--- src/rtl/channel_combinator_core.sv ---
`timescale 1ns/1ps
// Merges high-gain ch1 and gain/offset-corrected low-gain ch2 into one stream; output registered, latency 1 clk.
// No backpressure: state advances on enable_3M. Optional calibration under `COMB_CALIB_EN.
module channel_combinator_core #(
  parameter int DATA_W    = 11,
  parameter int WIN_LOG2  = 6,
  parameter int GAIN_FRAC = 10
) (
  input  logic              clk,
  input  logic              reset,
  input  logic              enable_3M,
  input  logic              select,
  input  logic [DATA_W-1:0] data_c1,
  input  logic [DATA_W-1:0] data_c2,
  output logic [DATA_W-1:0] data_output
);

  localparam int GAIN_W = GAIN_FRAC + 2;
  localparam int PROD_W = DATA_W + GAIN_W + 1;
  localparam logic signed [PROD_W-1:0] SAT_MAX  = PROD_W'((1 << (DATA_W - 1)) - 1);
  localparam logic signed [PROD_W-1:0] SAT_MIN  = ~SAT_MAX;
  localparam logic [GAIN_W-1:0]        GAIN_ONE = GAIN_W'(1) << GAIN_FRAC;

  logic        [GAIN_W-1:0] w_gain;
  logic signed [DATA_W-1:0] w_offset;
  logic signed [PROD_W-1:0] w_prod;
  logic signed [PROD_W-1:0] w_corr;
  logic        [DATA_W-1:0] r_out;

  function automatic logic [DATA_W-1:0] f_sat(input logic signed [PROD_W-1:0] v);
    if (v > SAT_MAX)      return SAT_MAX[DATA_W-1:0];
    else if (v < SAT_MIN) return SAT_MIN[DATA_W-1:0];
    else                  return v[DATA_W-1:0];
  endfunction

  assign w_prod = $signed(data_c2) * $signed({1'b0, w_gain});
  assign w_corr = (w_prod >>> GAIN_FRAC) + PROD_W'(w_offset);

  always_ff @(posedge clk) begin
    if (reset)          r_out <= '0;
    else if (enable_3M) r_out <= select ? f_sat(w_corr) : data_c1;
  end
  assign data_output = r_out;

`ifdef COMB_CALIB_EN
  localparam int ACC_W  = DATA_W + WIN_LOG2;
  localparam int STEP_W = $clog2(GAIN_W);
  localparam logic [STEP_W-1:0] LAST_STEP = STEP_W'(GAIN_W - 1);

  typedef enum logic [1:0] {S_IDLE, S_DIV, S_UPD} state_t;
  state_t r_state;

  logic        [GAIN_W-1:0]   r_gain, r_quo, r_dlo;
  logic signed [DATA_W-1:0]   r_offset, r_m1, r_m2;
  logic signed [ACC_W-1:0]    r_s1, r_s2;
  logic        [ACC_W-1:0]    r_a1, r_a2, r_div, r_rem;
  logic        [WIN_LOG2-1:0] r_cnt;
  logic        [STEP_W-1:0]   r_step;
  logic                       r_ovf;

  logic        [DATA_W-1:0]          w_abs1, w_abs2;
  logic signed [ACC_W-1:0]           w_s1n, w_s2n;
  logic        [ACC_W-1:0]           w_a1n, w_a2n, w_dvd_hi, w_diff;
  logic        [ACC_W+GAIN_FRAC-1:0] w_dvd;
  logic        [ACC_W:0]             w_trial;
  logic                              w_ge;
  logic        [GAIN_W-1:0]          w_gnew;
  logic signed [PROD_W-1:0]          w_mprod, w_off_full;

  // -(-2^(DATA_W-1)) wraps to 2^(DATA_W-1), which is still correct read as unsigned
  assign w_abs1 = data_c1[DATA_W-1] ? (~data_c1) + DATA_W'(1) : data_c1;
  assign w_abs2 = data_c2[DATA_W-1] ? (~data_c2) + DATA_W'(1) : data_c2;
  assign w_s1n  = r_s1 + ACC_W'($signed(data_c1));
  assign w_s2n  = r_s2 + ACC_W'($signed(data_c2));
  assign w_a1n  = r_a1 + ACC_W'(w_abs1);
  assign w_a2n  = r_a2 + ACC_W'(w_abs2);

  // Only GAIN_W quotient bits are produced; a high part >= divisor means g >= 4.0
  assign w_dvd    = {w_a1n, {GAIN_FRAC{1'b0}}};
  assign w_dvd_hi = ACC_W'(w_dvd[ACC_W+GAIN_FRAC-1:GAIN_W]);
  assign w_trial  = {r_rem, r_dlo[GAIN_W-1]};
  assign w_ge     = w_trial >= {1'b0, r_div};
  assign w_diff   = w_ge ? ACC_W'(w_trial - {1'b0, r_div}) : w_trial[ACC_W-1:0];

  assign w_gnew     = r_ovf ? '1 : r_quo;
  assign w_mprod    = r_m2 * $signed({1'b0, w_gnew});
  assign w_off_full = PROD_W'(r_m1) - (w_mprod >>> GAIN_FRAC);

  always_ff @(posedge clk) begin
    if (reset) begin
      r_state <= S_IDLE;
      r_gain <= GAIN_ONE;   r_offset <= '0;
      r_s1 <= '0; r_s2 <= '0; r_a1 <= '0; r_a2 <= '0; r_cnt <= '0;
      r_m1 <= '0; r_m2 <= '0; r_div <= '0; r_rem <= '0;
      r_dlo <= '0; r_quo <= '0; r_step <= '0; r_ovf <= 1'b0;
    end else begin
      case (r_state)
        S_DIV: begin
          r_rem  <= w_diff;
          r_dlo  <= r_dlo << 1;
          r_quo  <= {r_quo[GAIN_W-2:0], w_ge};
          r_step <= r_step + STEP_W'(1);
          if (r_step == LAST_STEP) r_state <= S_UPD;
        end
        S_UPD: begin
          r_gain   <= w_gnew;
          r_offset <= f_sat(w_off_full);
          r_state  <= S_IDLE;
        end
        S_IDLE:  ;
        default: r_state <= S_IDLE;
      endcase
      if (enable_3M) begin
        r_cnt <= r_cnt + WIN_LOG2'(1);
        if (r_cnt == '1) begin
          r_s1 <= '0; r_s2 <= '0; r_a1 <= '0; r_a2 <= '0;
          // An all-zero ch2 window gives no ratio: skip the division and keep the old values
          if (w_a2n != '0) begin
            r_m1    <= w_s1n[ACC_W-1:WIN_LOG2];
            r_m2    <= w_s2n[ACC_W-1:WIN_LOG2];
            r_div   <= w_a2n;
            r_rem   <= w_dvd_hi;
            r_dlo   <= w_dvd[GAIN_W-1:0];
            r_ovf   <= w_dvd_hi >= w_a2n;
            r_quo   <= '0;
            r_step  <= '0;
            r_state <= S_DIV;
          end
        end else begin
          r_s1 <= w_s1n; r_s2 <= w_s2n; r_a1 <= w_a1n; r_a2 <= w_a2n;
        end
      end
    end
  end

  assign w_gain   = r_gain;
  assign w_offset = r_offset;
`else
  assign w_gain   = GAIN_ONE;
  assign w_offset = '0;
`endif

endmodule

--- config.mk ---
export PLATFORM = sky130hd
export DESIGN_NAME = channel_combinator_core
export DESIGN_NICKNAME = d
export VERILOG_FILES = /design/src/rtl/channel_combinator_core.sv
export SDC_FILE = /design/constraint.sdc
export NUM_CORES = 1
export LEC_CHECK = 0
export BUFFER_PORTS_ARGS = -buffer_cell sky130_fd_sc_hd__buf_4
export CORE_MARGIN = 4
export CORE_UTILIZATION = 33
export DETAILED_ROUTE_END_ITERATION = 6
export PLACE_DENSITY_LB_ADDON = 0.25
export RECOVER_POWER = 25
export SLEW_MARGIN = 20
export SYNTH_ARGS = -nofsm -noshare
export SYNTH_HDL_FRONTEND = slang
export SYNTH_SLANG_ARGS = --single-unit
--- constraint.sdc ---
create_clock -name clk -period 0.8 [get_ports clk]
set_input_delay 0.24 -clock clk [delete_from_list [all_inputs] [get_ports clk]]
set_output_delay 0.24 -clock clk [all_outputs]
set_load 0.005 [all_outputs]
=== Yosys cells after proc, flatten, opt, wreduce, memory -nomap -nowiden ===
Cells that the tools add are included.

* Mux-type cells: 3
* Magnitude comparators: 2

{| class="wikitable"
|+ Operator list
! cell !! count
|-
| $mux 11 || 3
|-
| $gt 11x11->1 const B || 1
|-
| $lt 11x11->1 const B || 1
|}

* Flip-flop bits (word level): 11
* Logic and storage cells: 6
* Input port bits: 26

=== Depth between registers and ports, before layout ===
* Word-level depth: 4
* Depth in mapped cells: 3
* Mapped depth without buffers: 2

=== Worst setup path after synthesis ===
OpenSTA, ideal clock, no wires.

* Path kind: input -> register
* From: input port select
* To: register r_out[10], in the netlist data_output[10]
* Arrival: 0.676 ns
* Setup slack: 0.038 ns
* Library setup time: 0.086 ns
* Stages on the path: 3
* Cell sequence: buf_6 -> mux2i_1 -> a211oi_1

* Longest elaborated chain between the ends: 1

{| class="wikitable"
|+ Ends and longest elaborated chain
! what !! line !! RTL
|-
| start, declared || 12 || <nowiki>input logic select,</nowiki>
|-
| $mux 11 || 41 || <nowiki>else if (enable_3M) r_out <= select ? f_sat(w_corr) : data_c1;</nowiki>
|-
| end signal, assigned || 41 ||
|-
| end, declared || 28 || <nowiki>logic [DATA_W-1:0] r_out;</nowiki>
|}

No other way between the ends.
A chain may end at the register's enable or synchronous reset.

=== Final worst setup path ===
* From: register r_out[10], in the netlist data_output[10]
* To: output port data_output[10]

{| class="wikitable"
|+ RTL lines
! what !! line !! RTL
|-
| end, declared || 15 || <nowiki>output logic [DATA_W-1:0] data_output</nowiki>
|}

No word-level cell between the ends.

==> impl_metrics.tcl <==
set metrics [dict create \
    rr_worst_depth 3 \
    port_buffers 36 \
    nFillCells 117 \
    vias_per_cell 4.83 \
    cp_top_family "flip-flops" \
    setup_viol 11 \
    postSynthAreaPerCell_um2 9.96 \
    grt-ovfl-total 0 \
    cp-endpoint "data_output[10]" \
    worst_slack_ns -0.138 \
    swShare_pct 23.2 \
    stdcell_count 100 \
    syn-cell-area_um2 478 \
    timing.rr.end "data_output[1]" \
    yosysUniqueCellTypes 8 \
    slowest_stage "dfxtp_2" \
    crit_required_ns 0.56 \
    p_leak_uw 0.000400 \
    drtPass1Iterations 4 \
    fmax_mhz 1070 \
    slowest_delay_ns 0.33 \
    fin_area_um2 836 \
    gp_congestion 0.685 \
    syn_nets 74 \
    cp_cell_sequence "buf_6" \
    wl_um 1240 \
    tightest_slew_ns 0.214 \
    path_max_fanout 2 \
    pwr-share-clk_pct 28.1 \
    rrSetupSlack_ns 0.06 \
    die_h_um 46.1 \
    rr_startpoint "data_output[1]" \
    pwr-share-comb_pct 23.5 \
    grt_first_pass_wirelength_um 1830 \
    grt_pass1_vias 460 \
    antenna_cells 0 \
    cts_tree "done" \
    whs_path_depth 2 \
    cts_hold_buf 0 \
    powerDensity_mw_per_mm2 1540 \
    worst-path-buf-inv 1 \
    cp.depth 1 \
    crit_path_end_kind "output pin" \
    largest_reg_flops 11 \
    dp.cells 95 \
    nets 112 \
    worstSetupPathType "register to output pin" \
    power.total_uw 1290 \
    grt_usage_pct 12.1 \
    violations "setup timing" \
    antenna_found_initial 0 \
    hold_violations 0 \
    ys_warn_count 0 \
    cts_sinks 11 \
    status "complete, but fails checks" \
    cap_viol_max_count 0 \
    synth_largest_area_cell "dfxtp_1" \
    clockBufferDepth 2 \
    area_growth_pct 74.9 \
    slew_headroom_pct 85.7 \
    vias 483 \
    ios 37 \
    final_util_pct 62.7 \
    p_int_uw 991 \
    path_clk_slew_ns 0.07 \
    dpl.hpwl_um 916 \
    initial_core_util_pct 35.8 \
    placed_area_um2 743 \
    synth_sequential_area_ratio_pct 46.1 \
    ant_nets 0 \
    cts_max_level 1 \
    ys_seq_elements 11 \
    synth_area_leaders "dfxtp_1 46%, mux2i_1 23%, a211oi_1 17%, nor2_1 8.6%, buf_6 2.4%" \
    first_iter_violations 3 \
    root_buffer "clkbuf_4" \
    p_switching_uw 300 \
    critPathLaunch "data_output[10]" \
    synth_top_flop_cell "dfxtp_1" \
    dieWidth_um 46.1 \
    coreArea_mm2 0.00133 \
    async_flop_share_pct 0 \
    synthTopCellsByCount "11 x a211oi_1, 11 x dfxtp_1, 11 x mux2i_1, 11 x nor2_1" \
    arrival_ns 0.70 \
    finalCriticalPeriod_ns 0.938 \
    dieArea_mm2 0.00212 \
    grt_max_degree 23 \
    rsz0062_at_grt "yes" \
    synth.top_cell.area_share_pct 46.1 \
    hold_class "primary input to register" \
    clk_latency_ns 0.26 \
    max-vdd-ir-drop_mv 0.875 \
    crit_path_start_kind "register" \
    p_seq_share_pct 48.4 \
    routedWlPerCell_um 12.4 \
    slew_viol_final 0 \
    drive_above_1_share_pct 60.0 \
    route.detailed.drc 0 \
    finalCritPeriodShare_pct 117 \
    skew_ns 0 \
    cts_buffers 3 \
    synth_edf_count 0 \
    rows 13 \
    synth_cells 48 \
]
[logic make-up after synthesis]
| kind of cell | synth area share [%] |
|---|---|
| AOI/OAI and AO/OA | 17.3 |
| buffers and inverters | 4.97 |
| DFF | 46.1 |
| muxes | 23.0 |
| and+or+nand+nor | 8.64 |
[power by group through the flow]
stage / clock (µW) / sequential [µW] / combinational, µW
2_1_floorplan: 0 / 625 / 107
3_3_place_gp: 0 / 621 / 271
3_5_place_dp: 0 / 621 / 275
4_1_cts: 389 / 624 / 304
5_1_grt: 400 / 629 / 334
6_report: 362 / 625 / 304
[layout make-up]
type	count	area, µm²	area share, %
Sequential cell	11	233	27.8
Tap cell	15	18.8	2.25
Clock buffer	4	26.3	3.14
Multi-Input combinational cell	33	239	28.6
Timing Repair Buffer	37	319	38.2
[worst min path at each step]
| stage | from | endpoint | slack (ns) |
|---|---|---|---|
| after floorplan | reset | data_output[8] | 0.31 |
| after CTS | reset | data_output[6] | 0.22 |
| after global routing | reset | data_output[6] | 0.24 |
| after global placement | data_output[3] | data_output[3] | 0.47 |
| final | reset | data_output[1] | 0.23 |
| after detailed placement | data_output[2] | data_output[2] | 0.48 |
[layer usage]
layer  global-route usage [%]  part of all wire, %  wire length [µm]  vias up
li1                         -                    -                 -      248
met1                     14.3                   40               489      213
met2                     19.2                   48               598       22
met3                     6.25                   12               149        0
met4                     3.41                    0                 0        0
met5                        0                    0                 0        -
[per-stage QoR]
stage | setup slack, ns | hold WS (ns) | setup TNS (ns)
2_1_floorplan | 0.0382 | 0.313 | 0
3_3_place_gp | -0.0826 | 0.472 | -0.656
3_5_place_dp | -0.0837 | 0.479 | -0.797
4_1_cts | -0.151 | 0.221 | -1.59
5_1_grt | -0.167 | 0.238 | -1.72
6_report | -0.138 | 0.230 | -1.44
[what timing repair did]
item | CTS | global route
buffers inserted | 1 | 0
endpoints found under the setup margin | 11 | 12
resized for setup | 22 | 1
cloned | 0 | 0
pin swaps | 0 | 0
[cell usage in the layout, fill, tap and decap left out]
| cell | n |
|---|---|
| dfxtp_1 | 1 |
| mux2i_1 | 11 |
| nor2_1 | 11 |
| a211oi_1 | 10 |
| clkbuf_4 | 3 |
| a211oi_2 | 1 |
| dfxtp_2 | 10 |
| buf_6 | 11 |
| buf_4 | 26 |
| clkbuf_1 | 1 |
(Power assumes the default switching activity.)
